[src/rtl/sn_gen_pkg.sv]
// sn_gen_pkg: shared state type and ruler-sequence helpers for the stochastic stream generator.
package sn_gen_pkg;
  typedef enum logic {IDLE, GEN} sn_state_e;
  localparam int BW_MAX = 8;
  function automatic int stream_len(input int bw);
    return 1 << bw;
  endfunction
  function automatic logic [3:0] trailing_ones(input logic [BW_MAX-1:0] c, input int bw);
    logic [3:0] t;
    logic run;
    t = '0;
    run = 1'b1;
    for (int i = 0; i < BW_MAX; i++)
      if (run && i < bw && c[i]) t = t + 1'b1;
      else run = 1'b0;
    return t;
  endfunction
endpackage

[src/rtl/sn_bit_select.sv]
// sn_bit_select: picks operand bit BW-1-t (t = trailing ones of c); the all-ones position yields 0.
module sn_bit_select
  import sn_gen_pkg::*;
#(
  parameter int BW = 4
) (
  input  logic [BW-1:0] x,
  input  logic [BW-1:0] c,
  output logic          b
);
  logic [3:0]      t;
  logic [BW_MAX:0] r;
  // r holds x bit-reversed so r[t] = x[BW-1-t]; r[BW] stays 0 for c = L-1
  always_comb begin
    t = trailing_ones(BW_MAX'(c), BW);
    r = '0;
    for (int j = 0; j < BW; j++) r[j] = x[BW-1-j];
    b = r[t];
  end
endmodule

[src/rtl/sn_stream_gen.sv]
// sn_stream_gen: converts N_CH unsigned operands into parallel unipolar streams of length 2**BW.
module sn_stream_gen
  import sn_gen_pkg::*;
#(
  parameter int N_CH = 4,
  parameter int BW   = 4
) (
  input  logic                      i_clk_fsm_mux,
  input  logic                      i_rst_fsm_mux,
  input  logic                      i_start,
  input  logic [N_CH-1:0][BW-1:0]   i_x_bn,
  input  logic                      i_cont,
  input  logic                      i_hold,
  input  logic                      i_stop,
  output logic                      o_busy,
  output logic                      o_isgen,
  output logic [N_CH-1:0]           o_sn_bit,
  output logic [BW-1:0]             o_idx,
  output logic                      o_done
);
  localparam int L = stream_len(BW);
  sn_state_e                 state_q, state_d;
  logic [BW-1:0]             c_q, c_d;
  logic [N_CH-1:0][BW-1:0]   x_q, x_d;
  logic                      cont_q, cont_d;
  logic                      gen, last;
  logic [N_CH-1:0]           sel;
  assign gen      = state_q == GEN;
  assign last     = c_q == BW'(L-1);
  assign o_busy   = gen;
  assign o_idx    = c_q;
  assign o_isgen  = gen & ~i_hold & ~i_stop;
  assign o_done   = o_isgen & last;
  assign o_sn_bit = sel & {N_CH{o_isgen}};
  for (genvar i = 0; i < N_CH; i++) begin : g_ch
    sn_bit_select #(.BW(BW)) u_sel (.x(x_q[i]), .c(c_q), .b(sel[i]));
  end
  always_ff @(posedge i_clk_fsm_mux or posedge i_rst_fsm_mux) begin
    if (i_rst_fsm_mux) begin
      state_q <= IDLE;
      c_q     <= '0;
      x_q     <= '0;
      cont_q  <= 1'b0;
    end else begin
      state_q <= state_d;
      c_q     <= c_d;
      x_q     <= x_d;
      cont_q  <= cont_d;
    end
  end
  // c_q + 1 wraps to 0 at L-1, which is exactly the period boundary
  always_comb begin
    state_d = state_q;
    c_d     = c_q;
    x_d     = x_q;
    cont_d  = cont_q;
    if (!gen) begin
      if (i_start) begin
        state_d = GEN;
        c_d     = '0;
        x_d     = i_x_bn;
        cont_d  = i_cont;
      end
    end else if (i_stop) begin
      state_d = IDLE;
      c_d     = '0;
    end else if (!i_hold) begin
      c_d = c_q + 1'b1;
      if (last) begin
        if (cont_q) begin
          x_d    = i_x_bn;
          cont_d = i_cont;
        end else begin
          state_d = IDLE;
        end
      end
    end
  end
endmodule

[config.mk]
export PLATFORM = sky130hd
export DESIGN_NAME = sn_stream_gen
export DESIGN_NICKNAME = d
export VERILOG_FILES = /design/src/rtl/sn_gen_pkg.sv /design/src/rtl/sn_bit_select.sv /design/src/rtl/sn_stream_gen.sv
export SDC_FILE = /design/constraint.sdc
export NUM_CORES = 1
export LEC_CHECK = 0
export BUFFER_PORTS_ARGS = -buffer_cell sky130_fd_sc_hd__buf_2
export CAP_MARGIN = 40
export CORE_MARGIN = 5
export CORE_UTILIZATION = 35
export DETAILED_ROUTE_END_ITERATION = 6
export PLACE_DENSITY = 0.67
export SLEW_MARGIN = 20
export SYNTH_ARGS = -nofsm -noshare
export SYNTH_HDL_FRONTEND = slang
export SYNTH_SLANG_ARGS = --single-unit
[constraint.sdc]
create_clock -name i_clk_fsm_mux -period 2.4 [get_ports i_clk_fsm_mux]
set_clock_uncertainty 0.1 [all_clocks]
set_input_delay 0.12 -clock i_clk_fsm_mux [delete_from_list [all_inputs] [get_ports i_clk_fsm_mux]]
set_output_delay 0.12 -clock i_clk_fsm_mux [all_outputs]
set_load 0.02 [all_outputs]
# == Word level (Yosys, flattened, before mapping) ==
# Index checks and enable logic that the tools add are counted.
# totals
reg_bits,22
latchBits,0
ram_bits,0
romBits,0
input_bits,22
out_inout_bits,11
wordCells,68
n_memories,0
# classes
add_sub_neg,4
n_mul,0
div,0
order_cmp,1
n_eq_ne,6
n_shift,0
muxes,37
n_bitwise,6
reduce_logical,7
# ops
operator,count
16-bit 2-to-1 mux,6
4-bit 2-to-1 mux,7
1-bit 2-to-1 mux,20
4-bit by 1-bit adder with 4-bit output (second input constant),4
1-bit binary-select mux with 4-bit select,4
4-bit by 5-bit < comparator with 1-bit output (second input constant),1
5-bit AND reduction,1
4-bit AND,1
4-bit == test (second input constant),1
2-bit by 1-bit != test with 1-bit output (second input constant),2
2-bit != test (second input constant),2
4-bit AND reduction,1
1-bit AND,3
1-bit logical AND,3
3-bit != test (second input constant),1
1-bit inverter,2
2-bit AND reduction,1
2-bit nonzero test,1

# == Longest topological paths before layout ==
# logic_depth
word_depth,10
ltp_mapped,8
depth_no_buf,8

# == Hierarchy ==
# From an unflattened synthesis, not the netlist that was laid out.
# unflattened
cells_unflattened,142
hier_area_um2,1462.7
# by_module_without_submodules
module,instances,cells_each,area_each_um2,seq_area_each_um2
sn_stream_gen,1,74,977.2,550.5
sn_bit_select,4,17,121.4,0.0

# == Least setup slack after synthesis ==
# Ideal clock, no wire load.
# synth_path
kind,flip-flop to output port
start,register c_q[0] (netlist: o_idx[0])
end,output port o_sn_bit[0]
arrival_time_ns,2.432
required_ns,2.180
slack_ns,-0.252
path_stages_with_launch,9
cell_sequence,dfrtp_1 > ha_1 > nand2_1 > xnor2_1 > ha_1 > nand3b_1 > nand3_4 > a221oi_1 > a211oi_1
# synth_between
elab_chain_cells,10
elab_cells_between_ends,16
# synth_lines
element,line,rtl
"start, declared",sn_stream_gen.sv:23,"logic [BW-1:0] c_q, c_d;"
"start signal, assigned",sn_stream_gen.sv:41,c_q <= '0;
"start signal, assigned",sn_stream_gen.sv:46,c_q <= c_d;
1-bit 2-to-1 mux,sn_gen_pkg.sv:14,if (run && i < bw && c[i]) t = t + 1'b1;
4-bit by 1-bit adder with 4-bit output / 1-bit logical AND (equally long branches),sn_gen_pkg.sv:14,
4-bit 2-to-1 mux / 1-bit 2-to-1 mux (equally long branches),sn_gen_pkg.sv:14,
4-bit by 1-bit adder with 4-bit output / 1-bit logical AND (equally long branches),sn_gen_pkg.sv:14,
4-bit 2-to-1 mux / 1-bit 2-to-1 mux (equally long branches),sn_gen_pkg.sv:14,
4-bit by 1-bit adder with 4-bit output / 1-bit logical AND (equally long branches),sn_gen_pkg.sv:14,
4-bit 2-to-1 mux (*),sn_gen_pkg.sv:14,
1-bit binary-select mux with 4-bit select (*),sn_bit_select.sv:18,b = r[t];
1-bit 2-to-1 mux (not written as such) (*),sn_bit_select.sv:18,
4-bit AND (*),sn_stream_gen.sv:34,assign o_sn_bit = sel & {N_CH{o_isgen}};
"end, declared",sn_stream_gen.sv:17,"output logic [N_CH-1:0] o_sn_bit,"
# Every way passes the cells marked *; elsewhere a longest branch is shown, timed or not. The select of a mux whose other input is x is not followed.

# == Final worst setup path ==
# layout_path
start,register c_q[0] (netlist: o_idx[0])
end,output port o_sn_bit[3]
# Same word-level chain as after synthesis.

==> metrics.md <==
| Metric | Value |
|---|---|
| Share of the cycle needed by the critical path after routing | 111.6% |
| Synth Warn # | 0 |
| DR DRC count | 0 |
| Share of flip-flops with an asynchronous set or reset | 100.0% |
| Main synth FF type | dfrtp_1 |
| Clock insertion delay at the later pin of the skew report | 0.32 ns |
| Endpoint class of the critical path | output pin |
| Max-capacitance violation count | 0 |
| Number of library cell types mapped by synthesis | 29 |
| Maximum number of pins on one net before global-route repair | 20 |
| Crit path kind | reg2out |
| Post-synthesis sequential element count | 22 |
| Number of rows in the core area | 21 |
| Fraction of the yosys area taken by sequential cells | 45.79% |
| Worst slew margin relative to its limit | 61.35% |
| Drt wl/cell | 13.80 µm |
| Layout cell share with drive strength beyond 1 | 51.81% |
| H-Tree Level Count | 1 |
| Peak supply drop | 0.2400 mV |
| RSZ-0062 raised after global routing | true |
| First DRT Iteration DRCs | 41 |
| Clock sinks | 22 |
| Number of nets in the final layout | 193 |
| Actual transition at the worst max-transition pin | 0.5793 ns |
| Sum of overflow across all layers after global routing | 0 |
| Initial cell density of the core | 36.03% |
| Dpl cell area | 1485 µm² |
| GR Util All Layers | 13.65% |
| ANT cells | 0 |
| CTS buffer count | 3 |
| Final hold viol count | 0 |
| Number of flops mapped to enable cells by yosys | 0 |
| Half-perimeter wire length after placement | 2000 µm |
| CP Data Required Time | 2.18 ns |
| Min-delay worst type | in2reg |
| Setup TNS | -0.9972 ns |
| Areal power density over the cells | 561.4 nW/µm² |
| Cells taking the most area after synthesis | dfrtp_1 46%, mux2_2 14%, ha_1 4.2%, mux2i_1 3.3%, a221oi_1 2.9% |
| Floorplan die area | 4707 µm² |
| Worst R2R Setup Slack | 0.36 ns |
| Chip Width | 68.61 µm |
| Leakage component of the power | 0.8289 nW |
| Count of buffers from port buffering | 32 |
| Clk root buf | clkbuf_4 |
| Initial antenna violation count | 0 |
| Clock-pin slew reported for the worst setup and hold paths after clock tree synthesis | 0.13 ns |
| Data arrival time of the critical path | 2.46 ns |
| Filler cell count | 291 |
| Maximum buffer depth of the clock tree | 2 |
| Fin worst setup slack | -0.2775 ns |
| Via count of the first global-routing pass | 1121 |
| Mean area per synthesized cell | 11.56 µm² |
| Post-route ant nets | 0 |
| Final weighted congestion of routability-driven global placement | 0.8526 |
| Post-Syn Area | 1202 µm² |
| Upper clock frequency limit | 373.5 MHz |
| CP startpoint kind | flop |
| Largest area contributor in the netlist | dfrtp_1 |
| TritonCTS clock tree | built |
| Area added between synthesis and finish | 55.46% |
| Average via count per standard cell | 4.943 |
| Max-slew violations | 0 |
| Synth Instances | 104 |
| Final cell area excluding filler cells | 1869 µm² |
| # setup viols final | 4 |
| Core region area | 3337 µm² |
| Clock period minus final worst setup slack | 2.677 ns |
| Number of vias in the routed layout | 1048 |
| Worst setup slack after placement | -0.01631 ns |
| Boundary pin count | 33 |
| First-pass detailed-route iteration total | 4 |
| Post-Synthesis Net Count | 130 |
| Global-route wire length before repair | 4843 µm |
| Height of the die | 68.61 µm |
| Status | finished, violations left |
| Failing checks | negative setup slack |
| Share of the synthesized area in the top cell type | 45.79% |
| Total detailed-routing wirelength | 2925 µm |
| Largest fanout of any net on the critical path | 8 |
## repair_timing
action	CTS	global route
setup buffers	3	0
endpoints found under the hold margin	41	0
hold buffers	20	0
pin swaps	7	2
endpoints found under the setup margin	4	4
resized for setup	17	8
## layout by cell type (no fill, tap or decap), drive strengths merged, types with 2 or more instances in the layout
master       synthesis  layout
nand2b               2       2
a21boi               2       2
mux2                16      16
nand2                5       5
xor2                 3       3
a221oi               4       4
dlygate4sd3          0      20
o21ai                7       7
and2                 5       5
inv                  3       3
a211oi               4       4
ha                   4       4
nor2                 7       7
nand3b               2       2
mux2i                4       4
buf                  3      41
dfrtp               22      22
a21oi                3       3
o31ai                2       2
clkbuf               0       3
## logic make-up after synthesis
family	synth area share, %
simple gates	12.70
flops	45.79
compound gates	12.90
fa+ha+maj	4.162
buf+inv	2.913
mux	18.63
xor+xnor	2.914
## sequential cells by signal, summed over array words and instances, names as in the netlist
| register | flops |
|---|---|
| cont_q | 1 |
| o_busy | 1 |
| o_idx | 4 |
| x_q | 16 |
## critical path, stage by stage (launching register included)
cell	delay, ns
dfrtp_2	0.50
buf_4	0.18
nor2_1	0.10
a21boi_1	0.08
ha_1	0.29
nand3b_1	0.21
nand3_4	0.22
mux2i_2	0.28
a211oi_2	0.10
buf_4	0.18
## routing by layer
| metal | track usage, % | share of wire, % | up-vias |
|---|---|---|---|
| li1 | - | - | 506 |
| met1 | 16.13 | 41 | 502 |
| met2 | 24.31 | 52 | 37 |
| met3 | 2.755 | 5.6 | 3 |
| met4 | 4.715 | 1.0 | 0 |
| met5 | 0 | 0 | - |
## cells in the mapped netlist, types with 2 or more instances
master    instances
nand3b_1          2
nand2_1           5
a221oi_1          4
nor2_1            7
mux2_2           15
and2_1            4
nand2b_1          2
dfrtp_1          22
o31ai_1           2
a21oi_1           3
inv_1             3
mux2i_1           4
o21ai_0           7
a211oi_1          4
xor2_1            3
ha_1              4
## stage by stage
step	total power [mW]	hold WS, ns	instances	utilization [%]
floorplan	0.6358	0.009156	104	-
global placement	0.6895	0.2259	184	43.68
detailed placement	0.7071	-0.05398	185	44.51
CTS	1.044	0.006354	212	54.71
global route	1.105	0.05500	212	56.02
finish	1.049	0.01232	212	56.02
## layout make-up
class,instances,area [µm²],area share (%)
multi-input cells,76,737.0,39.42
flip-flops and latches,22,553.0,29.59
repair buffers,61,457.9,24.50
well taps,46,57.56,3.079
clock inverters,1,30.03,1.606
clock buffers,3,22.52,1.205
inverters,3,11.26,0.6024
## power by group
group	total [mW]	switching (mW)	internal, mW	leakage (nW)
Sequential	0.495	0.0535	0.441	0.262
Combinational	0.265	0.111	0.155	0.539
Clock	0.289	0.120	0.169	0.0279
## path summary, 6_finish.rpt
| kind | end | startpoint | cells after the start |
|---|---|---|---|
| max | o_sn_bit[3] | o_idx[0] | 9 |
| min | cont_q | i_stop | 3 |
| max reg2reg | x_q[1] | o_idx[0] | 7 |
| min reg2reg | x_q[4] | x_q[4] | 1 |
| max in group asynchronous | o_idx[0] | i_rst_fsm_mux | 4 |
| min in group asynchronous | o_busy | i_rst_fsm_mux | 3 |
Note: power is estimated with default switching activity, not from simulation.
